$ cat src/rtl/sw_param_if.sv
`default_nettype none
// ============================================================================
//  Module   : sw_param_if
//  Purpose  : Bundles the flit buses and flow-control flags of the
//             sw_param packet switch.
//  Signals  : i_flit  - N*W packed input flits (port k at [k*W+W-1:k*W])
//             i_full  - per-input FIFO full flag
//             i_ovf   - per-input sticky overflow flag
//             o_flit  - N*W packed registered output flits
//             o_ready - per-output downstream accept
//  Modports : master - link side (drives flits and ready)
//             slave  - switch side
//  Revision : 1.0 - initial release
// ============================================================================
interface sw_param_if #(
   parameter int N = 4,
   parameter int W = 10
);
   logic [N*W-1:0] i_flit;
   logic [N-1:0]   i_full;
   logic [N-1:0]   i_ovf;
   logic [N*W-1:0] o_flit;
   logic [N-1:0]   o_ready;

   modport master (
      output i_flit,
      output o_ready,
      input  i_full,
      input  i_ovf,
      input  o_flit
   );

   modport slave (
      input  i_flit,
      input  o_ready,
      output i_full,
      output i_ovf,
      output o_flit
   );
endinterface
`default_nettype wire

$ cat src/rtl/sw_param.sv
`default_nettype none
// ============================================================================
//  Module   : sw_param
//  Purpose  : N-port wormhole packet switch. Each input has a D-flit FIFO;
//             each output has a round-robin arbiter that locks onto the
//             winning input for the whole packet, and a registered output
//             stage that holds a flit until the downstream accepts it.
//  Ports    : clk - rising-edge clock
//             rst - asynchronous reset, active low
//             bus - sw_param_if.slave (i_flit, i_full, i_ovf, o_flit, o_ready)
//  Revision : 1.0 - initial release
// ============================================================================
module sw_param #(
   parameter int N = 4,
   parameter int W = 10,
   parameter int D = 4
) (
   input  logic        clk,
   input  logic        rst,
   sw_param_if.slave   bus
);

   localparam int SW = (N > 1) ? $clog2(N) : 1;
   localparam int AW = $clog2(D);

   localparam logic [1:0]    c_T_IDLE = 2'b00;
   localparam logic [1:0]    c_T_HEAD = 2'b01;
   localparam logic [1:0]    c_T_BODY = 2'b10;
   localparam logic [1:0]    c_T_TAIL = 2'b11;
   localparam logic [AW:0]   c_DEPTH  = (AW+1)'(D);
   localparam logic [SW:0]   c_NPORT  = (SW+1)'(N);

   // ---------------------------------------------------------------- state
   logic [W-1:0]  r_mem   [N][D];
   logic [AW-1:0] r_wp    [N];
   logic [AW-1:0] r_rp    [N];
   logic [AW:0]   r_cnt   [N];
   logic [N-1:0]  r_ovf;
   logic [N-1:0]  r_lock;
   logic [N-1:0]  r_cool;     // output just released a packet: hold off one grant
   logic [SW-1:0] r_owner [N];
   logic [SW-1:0] r_ptr   [N];
   logic [W-1:0]  r_of    [N];

   // ---------------------------------------------------------------- comb
   logic [W-1:0]  w_in    [N];
   logic [W-1:0]  w_front [N];
   logic [SW-1:0] w_dest  [N];
   logic [SW-1:0] w_src   [N];
   logic [N-1:0]  w_wr, w_nemp, w_full, w_owns, w_req, w_disc, w_pop;
   logic [N-1:0]  w_acc, w_xfer, w_grant, w_tail;
   logic          w_found;
   int            w_idx;
   logic [SW-1:0] w_sel;

   // Destinations beyond the last port wrap back modulo N.
   function automatic logic [SW-1:0] f_dest(input logic [SW-1:0] raw);
      logic [SW:0] d;
      d = {1'b0, raw};
      if (d >= c_NPORT) d = d - c_NPORT;
      return d[SW-1:0];
   endfunction

   for (genvar k = 0; k < N; k++) begin : g_port
      assign w_in[k]                = bus.i_flit[k*W +: W];
      assign bus.o_flit[k*W +: W]   = r_of[k];
   end

   assign bus.i_full = w_full;
   assign bus.i_ovf  = r_ovf;

   // FIFO status and per-input request classification
   always_comb begin
      w_wr   = '0;
      w_nemp = '0;
      w_full = '0;
      w_owns = '0;
      w_req  = '0;
      w_disc = '0;
      for (int k = 0; k < N; k++) begin
         w_front[k] = r_mem[k][r_rp[k]];
         w_dest[k]  = f_dest(w_front[k][SW-1:0]);
         w_nemp[k]  = (r_cnt[k] != '0);
         w_full[k]  = (r_cnt[k] == c_DEPTH);
         // full is judged before the edge, so a simultaneous pop does not help
         w_wr[k]    = (w_in[k][W-1:W-2] != c_T_IDLE) && !w_full[k];
         for (int j = 0; j < N; j++) begin
            if (r_lock[j] && (r_owner[j] == SW'(k))) w_owns[k] = 1'b1;
         end
         w_req[k]  = w_nemp[k] && (w_front[k][W-1:W-2] == c_T_HEAD) && !w_owns[k];
         // orphan body/tail with no path: drop it
         w_disc[k] = w_nemp[k] && !w_owns[k] &&
                     ((w_front[k][W-1:W-2] == c_T_BODY) ||
                      (w_front[k][W-1:W-2] == c_T_TAIL));
      end
   end

   // Per-output arbitration and transfer decision
   always_comb begin
      w_acc   = '0;
      w_xfer  = '0;
      w_grant = '0;
      w_tail  = '0;
      w_found = 1'b0;
      w_idx   = 0;
      w_sel   = '0;
      for (int j = 0; j < N; j++) begin
         w_src[j] = r_owner[j];
         w_acc[j] = (r_of[j][W-1:W-2] == c_T_IDLE) || bus.o_ready[j];
         if (r_lock[j]) begin
            // an empty owner FIFO just leaves a bubble; the lock stays
            w_xfer[j] = w_nemp[r_owner[j]] && w_acc[j];
         end else if (!r_cool[j]) begin
            w_found = 1'b0;
            for (int i = 1; i <= N; i++) begin
               w_idx = (int'(r_ptr[j]) + i) % N;
               w_sel = SW'(w_idx);
               if (!w_found && w_req[w_sel] && (w_dest[w_sel] == SW'(j))) begin
                  w_found  = 1'b1;
                  w_src[j] = w_sel;
               end
            end
            w_grant[j] = w_found && w_acc[j];
            w_xfer[j]  = w_grant[j];
         end
         w_tail[j] = w_xfer[j] && (w_front[w_src[j]][W-1:W-2] == c_T_TAIL);
      end
   end

   always_comb begin
      w_pop = w_disc;
      for (int k = 0; k < N; k++) begin
         for (int j = 0; j < N; j++) begin
            if (w_xfer[j] && (w_src[j] == SW'(k))) w_pop[k] = 1'b1;
         end
      end
   end

   // ---------------------------------------------------------------- FIFO storage
   always_ff @(posedge clk) begin
      for (int k = 0; k < N; k++) begin
         if (w_wr[k]) r_mem[k][r_wp[k]] <= w_in[k];
      end
   end

   always_ff @(posedge clk or negedge rst) begin
      if (!rst) begin
         r_ovf <= '0;
         for (int k = 0; k < N; k++) begin
            r_wp[k]  <= '0;
            r_rp[k]  <= '0;
            r_cnt[k] <= '0;
         end
      end else begin
         for (int k = 0; k < N; k++) begin
            if (w_wr[k])  r_wp[k] <= r_wp[k] + AW'(1);
            if (w_pop[k]) r_rp[k] <= r_rp[k] + AW'(1);
            case ({w_wr[k], w_pop[k]})
               2'b10:   r_cnt[k] <= r_cnt[k] + (AW+1)'(1);
               2'b01:   r_cnt[k] <= r_cnt[k] - (AW+1)'(1);
               default: r_cnt[k] <= r_cnt[k];
            endcase
            if ((w_in[k][W-1:W-2] != c_T_IDLE) && w_full[k]) r_ovf[k] <= 1'b1;
         end
      end
   end

   // ---------------------------------------------------------------- outputs, locks
   always_ff @(posedge clk or negedge rst) begin
      if (!rst) begin
         r_lock <= '0;
         r_cool <= '0;
         for (int j = 0; j < N; j++) begin
            r_of[j]    <= '0;
            r_owner[j] <= '0;
            r_ptr[j]   <= SW'(N-1);
         end
      end else begin
         r_cool <= w_tail;
         for (int j = 0; j < N; j++) begin
            if (w_xfer[j])             r_of[j] <= w_front[w_src[j]];
            else if (bus.o_ready[j])   r_of[j] <= '0;
            if (w_grant[j]) begin
               r_lock[j]  <= 1'b1;
               r_owner[j] <= w_src[j];
               r_ptr[j]   <= w_src[j];
            end else if (w_tail[j]) begin
               r_lock[j]  <= 1'b0;
            end
         end
      end
   end

endmodule
`default_nettype wire

$ cat src/flat_wrapper.sv
// flat-port wrapper written by rule: the top's interface ports become plain ports
module sw_param_flat 
#(
   parameter int N = 4,
   parameter int W = 10,
   parameter int D = 4
)
  (clk, rst, bus_i_flit, bus_o_ready, bus_i_full, bus_i_ovf, bus_o_flit);
  sw_param_if #(.N(N), .W(W)) bus_i ();
  input  logic clk;
  input  logic rst;
  input wire logic [$bits(bus_i.i_flit)-1:0] bus_i_flit;
  input wire logic [$bits(bus_i.o_ready)-1:0] bus_o_ready;
  output wire logic [$bits(bus_i.i_full)-1:0] bus_i_full;
  output wire logic [$bits(bus_i.i_ovf)-1:0] bus_i_ovf;
  output wire logic [$bits(bus_i.o_flit)-1:0] bus_o_flit;
  assign bus_i.i_flit = bus_i_flit;
  assign bus_i.o_ready = bus_o_ready;
  assign bus_i_full = bus_i.i_full;
  assign bus_i_ovf = bus_i.i_ovf;
  assign bus_o_flit = bus_i.o_flit;
  sw_param #(.N(N), .W(W), .D(D)) u_core (.clk(clk), .rst(rst), .bus(bus_i));
endmodule
$ cat config.mk
export PLATFORM = sky130hd
export DESIGN_NAME = sw_param_flat
export DESIGN_NICKNAME = d
export VERILOG_FILES = /design/src/rtl/sw_param_if.sv /design/src/rtl/sw_param.sv /design/src/flat_wrapper.sv
export SDC_FILE = /design/constraint.sdc
export NUM_CORES = 1
export LEC_CHECK = 0
export ABC_AREA = 1
export BUFFER_PORTS_ARGS = -buffer_cell sky130_fd_sc_hd__buf_2
export CELL_PAD_IN_SITES_DETAIL_PLACEMENT = 1
export CELL_PAD_IN_SITES_GLOBAL_PLACEMENT = 1
export CORE_ASPECT_RATIO = 1.1
export CORE_MARGIN = 3
export CORE_UTILIZATION = 42
export CTS_CLUSTER_SIZE = 8
export DETAILED_ROUTE_END_ITERATION = 8
export PLACE_DENSITY = 0.72
export SLEW_MARGIN = 20
export SYNTH_ARGS = -nofsm -noshare
export SYNTH_HDL_FRONTEND = slang
export SYNTH_SLANG_ARGS = --single-unit
export TNS_END_PERCENT = 30
$ cat constraint.sdc
create_clock -name clk -period 3.4 [get_ports clk]
set_input_delay 0.34 -clock clk [delete_from_list [all_inputs] [get_ports clk]]
set_output_delay 0.34 -clock clk [all_outputs]
set_load 0.03 [all_outputs]
==> results.yml, run 1 <==
outcome:
  status: "complete, but fails checks"
  violations: "negative setup slack"
run:
  maxCapViolCount: 0
cells_and_area:
  syn2layout_area_growth_pct: 37.23
  area.sequential_um2: 7223
  drive_gt1_share_pct: 39.53
  nets: 2142
  n_antenna_cell: 0
  final_cells: 2534
  multi_input_area_um2: 7199
  num-fill-cells: 3872
sta:
  slew_headroom_pct: 27.31
  worst_slack_ns: -0.5044
  whs_ns: 0.02457
  period_share_pct: 114.8
  setup_viol: 14
  drv_slew: 0
  skew_ns: 0.03323
  max_freq_mhz: 256.1
  period_minus_slack_ns: 3.904
  tightestPinTransition_ns: 1.086
  final_hold_viol_count: 0
  rsz0062_at_grt: "true"
cts:
  cts_num_sinks: 256
  cts_buffer_depth: 3
  cts_root_buffer: "clkbuf_16"
  htreeDepth: 2
  path_clk_slew_ns: 0.06
  clock_latency_ns: 0.55
  cts_tree: "built"
  numCtsBuffers: 38
placed_design:
  post-dp-hpwl_um: 36810
  dp.cells: 2374
  numPortBuffers: 93
  gp_congestion: 0.9164
yosys:
  synth_nets: 1731
  ys_ff_latch: 256
  yosys.area.top_type: "edfxtp_1"
  synth_edf_count: 160
  syn_avg_cell_area_um2: 8.669
  ys_top_cells_by_count: "585 x nand2_1, 163 x nand3_1, 160 x edfxtp_1"
  ys_seq_area_share_pct: 50.12
  synthMostInstantiatedCell: "nand2_1"
  synthCells: 1661
  syn_area_um2: 14400
  synthesis.yosys.warnings: 0
  synth_top_area_share_pct: 33.37
  async_flop_share_pct: 37.50
  synth_flop_cell: "edfxtp_1"
  synthTopCellsByArea: "edfxtp_1 33%, dfrtp_1 15%, nand2_1 15%"
  synth_cell_types: 43
drt:
  ant_nets: 0
  route.detailed.drc: 0
  via_per_inst: 5.393
  first_iter_violations: 840
  totalWireLength_um: 55170
  dr.pass1.iters: 6
  wl_per_cell_um: 21.77
  vias: 13667
setup_path:
  cp_data_arrival_time_ns: 4.31
  slowest_delay_ns: 0.42
  critical_path_buf_inv_count: 6
  cpMostUsedCell: "nand2_2"
  critPathMaxFanout: 7
  critPathTopFamily: "simple AND/OR/NAND/NOR gates"
  cp.depth: 25
  ff2ff_path_depth: 25
  path_class: "flip-flop to flip-flop"
  end_kind: "flip-flop"
  critPathLaunchType: "flip-flop"
  cp_slowest_cell: "dfrtp_1"
  required_ns: 3.80
floorplan:
  die_h_um: 200.2
  start_util_pct: 42.92
  num_rows: 70
  die_area_um2: 36540
  coreArea_um2: 33540
  pin_count: 94
  die_w_um: 182.5
global_route:
  grt_pass1_wl_um: 80060
  antenna_found_initial: 0
  grt_max_degree: 71
  grt_pass1_vias: 14323
  grt_remaining_overflow: 0
  grt_usage_pct: 27.93
min_path:
  worstHoldPathCells: 1
  hold_class: "input pin to flip-flop"
cell families after synthesis:
family / Yosys count / synth area share (%)
buffers and inverters: 199 / 6.039
flip-flops: 256 / 50.12
adder cells (fa/ha/maj): 24 / 2.294
AND/OR/NAND/NOR: 994 / 32.92
AO/OA/AOI/OAI: 168 / 7.404
XOR/XNOR: 20 / 1.216
layout by cell type (no fill, tap or decap), types with 50 or more instances in the layout:
| cell | instances |
|---|---|
| buf_2 | 92 |
| buf_4 | 285 |
| dfrtp_1 | 83 |
| edfxtp_1 | 160 |
| inv_1 | 119 |
| nand2_1 | 496 |
| nand2_2 | 117 |
| nand2_4 | 56 |
| nand3_1 | 124 |
| nand3_2 | 50 |
| nor2_1 | 62 |
registers in the layout, indices dropped and copies added, names as in the netlist:
register and count:
u_core.r_mem 160, u_core.bus.i_ovf 4, u_core.r_cool 4, u_core.r_lock 4
u_core.r_owner 8, u_core.r_ptr 8, u_core.r_cnt 12, u_core.r_rp 8
u_core.bus.o_flit 40, u_core.r_wp 8
worst register-to-register path, stage by stage, from the launching register on:
cell and delay [ns]:
dfrtp_1 0.42, inv_1 0.14, nand3_1 0.14, nand3_2 0.11, nor2_4 0.26, buf_4 0.19, nand3_1 0.12, nand2_2 0.11
nand4_1 0.15, buf_4 0.17, buf_4 0.13, o21ai_1 0.16, inv_1 0.09, nand2_2 0.09, nand2_4 0.09, nor2_4 0.13
nand2_2 0.08, nand2_2 0.09, nor2_4 0.06, nand2_2 0.09, ha_4 0.14, inv_2 0.04, fa_2 0.37, a21oi_2 0.17
o21ai_2 0.08, xor2_1 0.15
through the flow:
step                      instance area, µm²  setup WS [ns]  utilization (%)  setup TNS, ns
after global placement                 16900        -0.3536            50.39         -2.192
after global routing                   19760        -0.6234            58.90         -5.442
after CTS                              19010        -0.2103            56.67         -1.110
final                                  19760        -0.5044            58.90         -3.208
after detailed placement               16900        -0.5931            50.39         -4.088
after floorplan                        14400        0.04085                -              0
final cells by class:
| class | instances | share of cell area, % |
|---|---|---|
| Clock buffer | 67 | 5.471 |
| Clock inverter | 3 | 0.1836 |
| Inverter | 159 | 3.172 |
| Multi-Input combinational cell | 1206 | 36.44 |
| Sequential cell | 256 | 36.56 |
| Tap cell | 432 | 2.736 |
| Timing Repair Buffer | 409 | 15.37 |
| Timing Repair inverter | 2 | 0.06966 |
metal layers:
metal  global-route usage (%)  up-vias  wire length (µm)
li1                         -     6312                 -
met1                    33.86     6814             21460
met2                    49.56      383             28430
met3                    3.941      158              2611
met4                    11.56        0              2665
met5                        0        -                 0
what timing repair did:
item / 4_1_cts / 5_1_grt
pin swaps: 100 / 100
buffers inserted: 45 / 39
setup endpoints to repair: 12 / 17
gates resized for setup: 176 / 107
hold endpoints to repair: 0 / 60
cloned: 5 / 0
hold buffers: 0 / 1
path summary, 6_finish.rpt:
kind | startpoint | end | slack, ns
worst max-delay path | u_core.r_owner[7] | u_core.r_cnt[11] | -0.50
min in group asynchronous | rst | u_core.r_owner[6] | 0.39
max in group asynchronous | rst | u_core.r_wp[1] | 2.15
worst min register to register | u_core.bus.i_ovf[2] | u_core.bus.i_ovf[2] | 0.45
worst min-delay path | bus_i_flit[23] | u_core.r_mem[2][3] | 0.02
worst max register to register | u_core.r_owner[7] | u_core.r_cnt[11] | -0.50
Power of run 1 is not shown: default switching activity piles up to over one toggle a cycle in this logic, so the estimate is an artifact.
==> run 2: changes to the inputs <==
Settings changed: GPL_TIMING_DRIVEN set to 0.
==> run 2 against run 1 <==
  * Clock skew increased by 0.0043 ns
  * Via count is 4.9% lower
  * Sequential share of layout area up 2.0 points
  * Wire length is 9.7% lower
  * Flip-flop and latch count did not move
  * Die area stayed put
  * Clock-buffer cell count decreased by 1
  * Utilization is 3.0 points lower
  * Critical path depth grew 2
  * The flow still finishes with violations (negative setup slack)
  * Register-to-register slack better by 0.098 ns
  * First-iteration DRC count decreased by 13%
  * Critical path type unchanged
==> results.yml, run 2 (synthesis gave the netlist of run 1 again) <==
cts:
  cts_buffer_depth: 3
  cts_root_buffer: "clkbuf_16"
  path_clk_slew_ns: 0.05
  cts_tree: "built"
  numCtsBuffers: 38
  cts_num_sinks: 256
  htreeDepth: 2
  clock_latency_ns: 0.55
sta:
  worst_slack_ns: -0.4061
  skew_ns: 0.03754
  setup_viol: 8
  max_freq_mhz: 262.7
  period_minus_slack_ns: 3.806
  tightestPinTransition_ns: 1.090
  final_hold_viol_count: 0
  drv_slew: 0
  rsz0062_at_grt: "true"
  slew_headroom_pct: 27.08
  period_share_pct: 111.9
drt:
  dr.pass1.iters: 5
  first_iter_violations: 730
  route.detailed.drc: 0
  totalWireLength_um: 49810
  vias: 12991
  via_per_inst: 5.445
  wl_per_cell_um: 20.87
  ant_nets: 0
cells_and_area:
  final_cell_mix: "505 x nand2_1, 160 x edfxtp_1, 130 x nand3_1, 116 x inv_1"
  mostFrequentLayoutCell: "nand2_1"
  largest_reg_flops: 160
  syn2layout_area_growth_pct: 30.18
  n_antenna_cell: 0
  nets: 1994
  drive_gt1_share_pct: 33.27
setup_path:
  critPathMaxFanout: 9
  end_kind: "flip-flop"
  critPathLaunchType: "flip-flop"
  path_class: "flip-flop to flip-flop"
  cp_data_arrival_time_ns: 4.21
  required_ns: 3.80
placed_design:
  post-dp-hpwl_um: 33530
  gp_congestion: 0.8641
  numPortBuffers: 93
  pre_cts_ws_ns: -0.9442
global_route:
  grt_usage_pct: 25.84
  grt_pass1_wl_um: 74400
  grt_pass1_vias: 13399
  grt_max_degree: 52
  antenna_found_initial: 0
  grt_remaining_overflow: 0
floorplan:
  die_w_um: 182.5
  die_area_um2: 36540
  pin_count: 94
  start_util_pct: 42.92
  coreArea_um2: 33540
  num_rows: 70
  die_h_um: 200.2
outcome:
  status: "complete, but fails checks"
  violations: "negative setup slack"
run:
  maxCapViolCount: 0
min_path:
  hold_class: "input pin to flip-flop"
run 2: cell count changes in the layout (fill, tap and decap cells not counted), moves of 6 or more:
cell and delta:
nor2_2 +6, clkbuf_1 +10, buf_2 +12, nor2_1 -6, dlygate4sd3_1 +12, nand2_1 +9
nand2_2 -23, nand2_4 +7, buf_4 -181, nand2_8 +7, nand3_2 -10, nand3_1 +6
run 2: path summary, 6_finish.rpt:
kind                                      from                     to  slack [ns]  cells past startpoint
max                          u_core.r_owner[6]        u_core.r_cnt[8]       -0.41                     27
min                              bus_i_flit[1]    u_core.r_mem[0][31]        0.01                      1
max reg2reg                  u_core.r_owner[6]        u_core.r_cnt[8]       -0.41                     27
min reg2reg                u_core.bus.i_ovf[3]    u_core.bus.i_ovf[3]        0.45                      1
max in group asynchronous                  rst        u_core.r_ptr[3]        2.37                      3
min in group asynchronous                  rst  u_core.bus.o_flit[14]        0.34                      2
run 2: metal layers:
layer  part of all wire [%]  global-route usage, %  up-vias  wire, µm
li1                       -                      -     6015         -
met1                     41                  33.13     6496     20520
met2                     51                  45.27      351     25200
met3                    4.5                  3.287      129      2236
met4                    3.7                  8.218        0      1850
met5                      0                      0        -         0
run 2: worst max-delay path, cell delays in order, from the launching register on:
cell,delay (ns)
dfrtp_2,0.43
inv_2,0.09
nand3_1,0.18
nand3_1,0.17
nor2_4,0.16
buf_12,0.15
nand3_4,0.07
nand2_2,0.11
nand2_4,0.07
buf_4,0.13
nand3_1,0.07
nand2_1,0.06
nand2_1,0.07
nand3_2,0.06
nand3_2,0.08
nand2_4,0.08
buf_6,0.13
a21oi_4,0.19
nand2_2,0.11
o21ai_4,0.10
inv_2,0.07
nand2_2,0.07
ha_2,0.17
inv_2,0.05
fa_2,0.38
a21oi_2,0.19
o21ai_2,0.09
xor2_1,0.14
run 2: area by class of cell:
cell class | count | area, µm²
Buffer | 39 | 311.5
Clock buffer | 66 | 1066
Clock inverter | 4 | 77.57
Fill cell | 3869 | 14800
Inverter | 159 | 644.4
Multi-Input combinational cell | 1207 | 7287
Sequential cell | 256 | 7224
Tap cell | 432 | 540.5
Timing Repair Buffer | 223 | 1593
run 2: repair_timing:
action | 4_1_cts | 5_1_grt
endpoints found under the setup margin | 18 | 23
hold endpoints to repair | 81 | 0
hold buffers | 13 | 0
setup buffers | 58 | 58
gates resized for setup | 153 | 140
cloned | 1 | 0
pin swaps | 60 | 107
run 2: stage by stage:
step / utilization, % / area [µm²] / std cells / TNS [ns] / hold WS [ns]
floorplan: - / 14400 / 1661 / 0 / 0.04441
CTS: 52.74 / 17690 / 2328 / -1.894 / 0.001151
detailed placement: 46.02 / 15440 / 2187 / -7.427 / 0.3242
finish: 55.88 / 18740 / 2386 / -2.087 / 0.01176
global placement: 45.92 / 15400 / 2186 / -6.734 / 0.4324
global route: 55.88 / 18740 / 2386 / -3.873 / 0.008288
Power of run 2 is left out for the same reason.
